## src/rtl/ofm_pkg.sv

```systemverilog
// ofm_pkg
// Shared definitions for the output-feature-map writer slice: the
// controller state encoding and the default geometry of the result
// stream, the memory write port and the skid FIFO.
package ofm_pkg;

    localparam int DATA_W_DEF     = 32;
    localparam int ADDR_W_DEF     = 9;
    localparam int OUT_WORDS_DEF  = 256;
    localparam int FIFO_DEPTH_DEF = 4;

    typedef enum logic [1:0] {
        IDLE,
        RUN,
        FLUSH,
        DONE
    } state_t;

endpackage

```

## src/rtl/ofm_wr_fifo.sv

```systemverilog
// ofm_wr_fifo
// Small synchronous FIFO that decouples the upstream result stream from
// the memory write port.
// Ports:
//   clk, rst_n  : clock, asynchronous active-low reset (empties the FIFO)
//   push        : write push_data (ignored while full)
//   push_data   : word to store
//   pop         : discard head entry (ignored while empty)
//   pop_data    : current head entry (valid while !empty)
//   full, empty : occupancy flags derived from the current count
module ofm_wr_fifo
    import ofm_pkg::*;
#(
    parameter int DATA_W     = DATA_W_DEF,
    parameter int FIFO_DEPTH = FIFO_DEPTH_DEF
) (
    input  logic              clk,
    input  logic              rst_n,
    input  logic              push,
    input  logic [DATA_W-1:0] push_data,
    input  logic              pop,
    output logic [DATA_W-1:0] pop_data,
    output logic              full,
    output logic              empty
);

    localparam int PTR_W = (FIFO_DEPTH > 1) ? $clog2(FIFO_DEPTH) : 1;

    logic [DATA_W-1:0] mem [FIFO_DEPTH];
    logic [PTR_W-1:0]  wptr;
    logic [PTR_W-1:0]  rptr;
    logic [PTR_W:0]    count;
    logic              do_push;
    logic              do_pop;

    // Flags come from the registered count only, so a pop in the same
    // cycle never frees room for a push into a full FIFO.
    assign full     = (count == (PTR_W+1)'(FIFO_DEPTH));
    assign empty    = (count == '0);
    assign do_push  = push && !full;
    assign do_pop   = pop && !empty;
    assign pop_data = mem[rptr];

    // Storage needs no reset; the pointers define which entries are live.
    always_ff @(posedge clk) begin
        if (do_push) begin
            mem[wptr] <= push_data;
        end
    end

    // Pointers wrap naturally because the depth is a power of two.
    always_ff @(posedge clk or negedge rst_n) begin
        if (!rst_n) begin
            wptr  <= '0;
            rptr  <= '0;
            count <= '0;
        end else begin
            if (do_push) begin
                wptr <= wptr + PTR_W'(1);
            end
            if (do_pop) begin
                rptr <= rptr + PTR_W'(1);
            end
            case ({do_push, do_pop})
                2'b10:   count <= count + (PTR_W+1)'(1);
                2'b01:   count <= count - (PTR_W+1)'(1);
                default: count <= count;
            endcase
        end
    end

endmodule

```

## src/rtl/ofm_writer.sv

```systemverilog
// ofm_writer
// Accepts result words over a valid/ready stream, buffers them in a skid
// FIFO and writes them to the output feature map memory at sequential
// addresses (optionally clamping negatives to zero). After the last word
// of an image has been written it raises done and holds the image index
// on number until the next start.
// Ports:
//   clk, rst_n         : clock, asynchronous active-low reset
//   start, relu_en     : begin an image; ReLU mode captured with start
//   in_valid/in_ready  : upstream handshake, in_data is the result word
//   address/wrData/wr  : registered memory write port
//   done, number, busy : image complete, image index, RUN or FLUSH
module ofm_writer
    import ofm_pkg::*;
#(
    parameter int DATA_W     = DATA_W_DEF,
    parameter int ADDR_W     = ADDR_W_DEF,
    parameter int OUT_WORDS  = OUT_WORDS_DEF,
    parameter int FIFO_DEPTH = FIFO_DEPTH_DEF
) (
    input  logic              clk,
    input  logic              rst_n,
    input  logic              start,
    input  logic              relu_en,
    input  logic              in_valid,
    output logic              in_ready,
    input  logic [DATA_W-1:0] in_data,
    output logic [ADDR_W-1:0] address,
    output logic [DATA_W-1:0] wrData,
    output logic              wr,
    output logic              done,
    output logic [31:0]       number,
    output logic              busy
);

    // One extra bit so the counters can hold OUT_WORDS itself.
    localparam int               CNT_W = ADDR_W + 1;
    localparam logic [CNT_W-1:0] CNT_END  = CNT_W'(OUT_WORDS);
    localparam logic [CNT_W-1:0] CNT_LAST = CNT_W'(OUT_WORDS - 1);

    state_t            state;
    logic [CNT_W-1:0]  acc_cnt;
    logic [CNT_W-1:0]  wr_cnt;
    logic              relu_q;
    logic              push;
    logic              pop;
    logic              fifo_full;
    logic              fifo_empty;
    logic [DATA_W-1:0] fifo_q;

    // in_ready depends on registers only, never on in_valid.
    assign in_ready = (state == RUN) && !fifo_full && (acc_cnt < CNT_END);
    assign push     = in_valid && in_ready;
    assign busy     = (state == RUN) || (state == FLUSH);
    assign pop      = busy && !fifo_empty;

    ofm_wr_fifo #(
        .DATA_W    (DATA_W),
        .FIFO_DEPTH(FIFO_DEPTH)
    ) u_fifo (
        .clk      (clk),
        .rst_n    (rst_n),
        .push     (push),
        .push_data(in_data),
        .pop      (pop),
        .pop_data (fifo_q),
        .full     (fifo_full),
        .empty    (fifo_empty)
    );

    // Controller and registered write port. done is set one edge after
    // entering DONE, i.e. after the cycle carrying the final wr pulse.
    always_ff @(posedge clk or negedge rst_n) begin
        if (!rst_n) begin
            state   <= IDLE;
            acc_cnt <= '0;
            wr_cnt  <= '0;
            relu_q  <= 1'b0;
            address <= '0;
            wrData  <= '0;
            wr      <= 1'b0;
            done    <= 1'b0;
            number  <= '0;
        end else begin
            wr <= 1'b0;
            if (pop) begin
                wr      <= 1'b1;
                address <= wr_cnt[ADDR_W-1:0];
                wrData  <= (relu_q && fifo_q[DATA_W-1]) ? '0 : fifo_q;
                wr_cnt  <= wr_cnt + CNT_W'(1);
            end
            if (push) begin
                acc_cnt <= acc_cnt + CNT_W'(1);
            end

            case (state)
                IDLE: begin
                    if (start) begin
                        state   <= RUN;
                        acc_cnt <= '0;
                        wr_cnt  <= '0;
                        relu_q  <= relu_en;
                    end
                end
                RUN: begin
                    if (push && (acc_cnt == CNT_LAST)) begin
                        state <= FLUSH;
                    end
                end
                FLUSH: begin
                    if (pop && (wr_cnt == CNT_LAST)) begin
                        state <= DONE;
                    end
                end
                DONE: begin
                    if (start) begin
                        state   <= RUN;
                        done    <= 1'b0;
                        number  <= number + 32'd1;
                        acc_cnt <= '0;
                        wr_cnt  <= '0;
                        relu_q  <= relu_en;
                    end else begin
                        done <= 1'b1;
                    end
                end
                default: state <= IDLE;
            endcase
        end
    end

endmodule
```

## config.mk

```make
export PLATFORM = sky130hd
export DESIGN_NAME = ofm_writer
export DESIGN_NICKNAME = d
export VERILOG_FILES = /design/src/rtl/ofm_pkg.sv /design/src/rtl/ofm_wr_fifo.sv /design/src/rtl/ofm_writer.sv
export SDC_FILE = /design/constraint.sdc
export NUM_CORES = 1
export LEC_CHECK = 0
export BUFFER_PORTS_ARGS = -buffer_cell sky130_fd_sc_hd__buf_4
export CORE_AREA = 4 4 156 128
export DETAILED_ROUTE_END_ITERATION = 6
export DIE_AREA = 0 0 160 132
export PLACE_DENSITY = 0.69
export SLEW_MARGIN = 25
export SYNTH_ARGS = -nofsm -noshare
export SYNTH_HDL_FRONTEND = slang
export SYNTH_SLANG_ARGS = --single-unit
export TNS_END_PERCENT = 30
```

## constraint.sdc

```tcl
create_clock -name clk -period 3.15 [get_ports clk]
set_clock_uncertainty 0.15 [all_clocks]
set_input_delay 0.945 -clock clk [delete_from_list [all_inputs] [get_ports clk]]
set_output_delay 0.945 -clock clk [all_outputs]
set_load 0.05 [all_outputs]
```

==> impl_metrics.toml <==
[timing]
rsz0062_at_grt = "false"
max_slew.worst_pin.slew_ns = 0.5591
finalSetupViolCount = 0
holdWs_ns = 0.2535
setup_tns_ns = 0
drv_slew = 0
fmax_ghz = 0.3596
min_period_ns = 2.781
hold_viol_final = 0
max_slew_margin_pct = 62.53
fin_crit_sh_pct = 88.27

[synthesis]
synth_xor_area_share_pct = 4.936
synth_top_area_cell = "edfxtp_1"
ys_ff_latch = 233
syn_area_um2 = 9049
syn_nets = 608
yosysMostFrequentCell = "edfxtp_1"
synth_common_cells = "128 x edfxtp_1, 105 x dfrtp_1, 53 x nand2_1"
yosys_warnings = 0
yosysSeqAreaShare_pct = 71.52
muxShareOfSynthArea_pct = 8.573
async_reset_ff_share_pct = 45.06
synth_compound_area_share_pct = 4.024
synth-simple-area-share_pct = 7.605
synth_flop_cell = "edfxtp_1"
synth_top_family_by_area = "multiplexers"
synthAdderAreaFrac_pct = 1.742
avgSynthCellArea_um2 = 16.19
synth_cells = 559
synth.area.top_cells = "edfxtp_1 42%, dfrtp_1 29%, mux4_2 8.0%, xnor2_1 3.2%, a22o_1 3.1%"
synth_edf_count = 128
synth_cell_type_count = 38
netlist.area_leader.share_pct = 42.48

[clock_network]
cts_tree = "yes"
htree_levels = 1
cts.clk_slew.worst_paths_ns = 0.06
cts_buffers = 24
cts_setup_buffers = 0
cts-root-buf = "clkbuf_16"
ctsHoldBuffers = 0
ctsResizeCount = 0
cts_max_path_buffers = 3
clk_latency_ns = 0.51
cts.sinks = 233

[grt]
grt_pass1_vias = 5386
track_usage_pct = 16.90
grt.overflow.total = 0
grt_first_pass_wirelength_mm = 28.85
grt_max_degree = 43
antenna_found_initial = 0

[placed_design]
dpl_cell_area_um2 = 10300
finalWeightedCongestion = 0.7855
port_buffers = 113
dp_hpwl_mm = 11.49
dp_cells = 904

[finish]
utilization_pct = 59.62
final_area_um2 = 11080
layout.cells.non_filler = 948
area_growth_pct = 22.41
num-fill-cells = 1410
num_antenna_cells = 0
drive_gt1_share_pct = 30.15
nNetsFinal = 744

[setup_path]
worstPathMaxFanout = 4
start_kind = "flip-flop"
critical_path_required_ns = 2.05
startpoint = "u_fifo.count[0]$_DFFE_PN0P_"
reg2reg_from = "state[0]$_DFFE_PN0P_"
worstSetupEndpointType = "primary output"
crit_arrival_ns = 1.69
worstSetupPathType = "flip-flop to primary output"
worst-r2r-cell-count = 7

[route]
drc_errors = 0
drt-initial-drc-count = 285
viasPerCell = 5.420
drt-pass1-iter-count = 4
route.antenna.remaining_nets = 0
num_vias = 5138
post_drt_wl_per_cell_um = 18.76
wirelength_mm = 17.78

[worst_hold_path]
hp-class = "primary input to asynchronous set/reset pin"

[die]
initial_core_util_pct = 48.70
die_h_um = 132
chipWidth_um = 160
fp.coreArea_um2 = 18580
ioPinCount = 114
rows = 45
die_area_um2 = 21120

[flow_run]
max_cap_viol_count = 0

[pwr]
p_leak_nw = 4.545
powerDensity_nw_per_um2 = 947.7
vdd_drop_max_uv = 669.3

[status]
run_status = "complete, no violations"
[through the flow]
| stage | total power [mW] | setup WS, ns |
|---|---|---|
| final | 10.50 | 0.3694 |
| after global placement | 7.762 | 0.5340 |
| after CTS | 10.63 | 0.3573 |
| after detailed placement | 7.854 | 0.5232 |
| after global routing | 11.01 | 0.3239 |
| after floorplan | 6.702 | 0.3247 |
[where the power goes]
group	switching, mW	internal, mW	leakage [nW]
combinational	2.14	1.39	1.64
clock	1.12	1.62	0.386
sequential	0.412	3.82	2.52
[metal layers]
layer  track usage, %  vias to the layer above  share of wire, %
met1            24.54                     2629                46
li1                 -                     2336                 -
met5                0                        -                 0
met3            3.970                       29               5.8
met2            26.54                      144                46
met4            3.583                        0               2.0
[area by class of cell]
type                            count  area, µm²  area share [%]
Sequential cell                   233       6474           58.44
Multi-Input combinational cell    290       2445           22.07
Timing Repair Buffer              130       1026           9.262
Clock buffer                       31      646.9           5.840
Tap cell                          235      294.0           2.654
Clock inverter                     13      131.4           1.186
Inverter                           16      60.06          0.5422
[placed cells by master, fill, tap and decap left out, types with 3 or more instances in the layout]
cell type and instances:
clkinv_1 3, dfrtp_1 103, ha_1 11, and3_1 5, xor2_1 18, a22o_1 32
nor3_1 6, nor2_1 33, buf_12 4, mux4_2 32, and2_2 4, xnor2_1 33
clkinv_2 6, inv_1 14, nand2_1 53, clkbuf_16 24, nand3_1 17, edfxtp_1 128
buf_4 126, mux2_2 4, a21oi_1 4, and4_1 3, clkbuf_1 5, nand4_1 14
o21ai_0 3
[cell families (layout without fill, tap and decap cells)]
logic type,count (synthesis),count (layout)
flip-flops,233,233
AND/OR/NAND/NOR,145,145
XOR/XNOR,51,51
AO/OA/AOI/OAI,45,45
multiplexers,37,37
buffers and inverters,36,190
adder cells (fa/ha/maj),12,12
[critical path, cell delays in order, from the launching register on]
cell and delay (ns):
dfrtp_1 0.42, or3b_1 0.38, and3_1 0.19, buf_4 0.19
[state kept, by name (all words and copies together), names as in the netlist, 3 cells and up]
signal	cells
acc_cnt	10
address	9
number	32
u_fifo.count	3
u_fifo.mem	128
wrData	32
wr_cnt	10
[final timing paths]
path	slack (ns)	endpoint
worst max-delay path	0.37	in_ready
worst min-delay path	0.25	wr$_DFF_PN0_
worst max register to register	0.67	state[1]$_DFFE_PN0P_
worst min register to register	0.32	address[8]$_DFFE_PN0N_
max in group asynchronous	1.96	wr_cnt[4]$_DFF_PN0_
min in group clk	0.32	address[8]$_DFFE_PN0N_
Power figures use the tool's default switching activity.
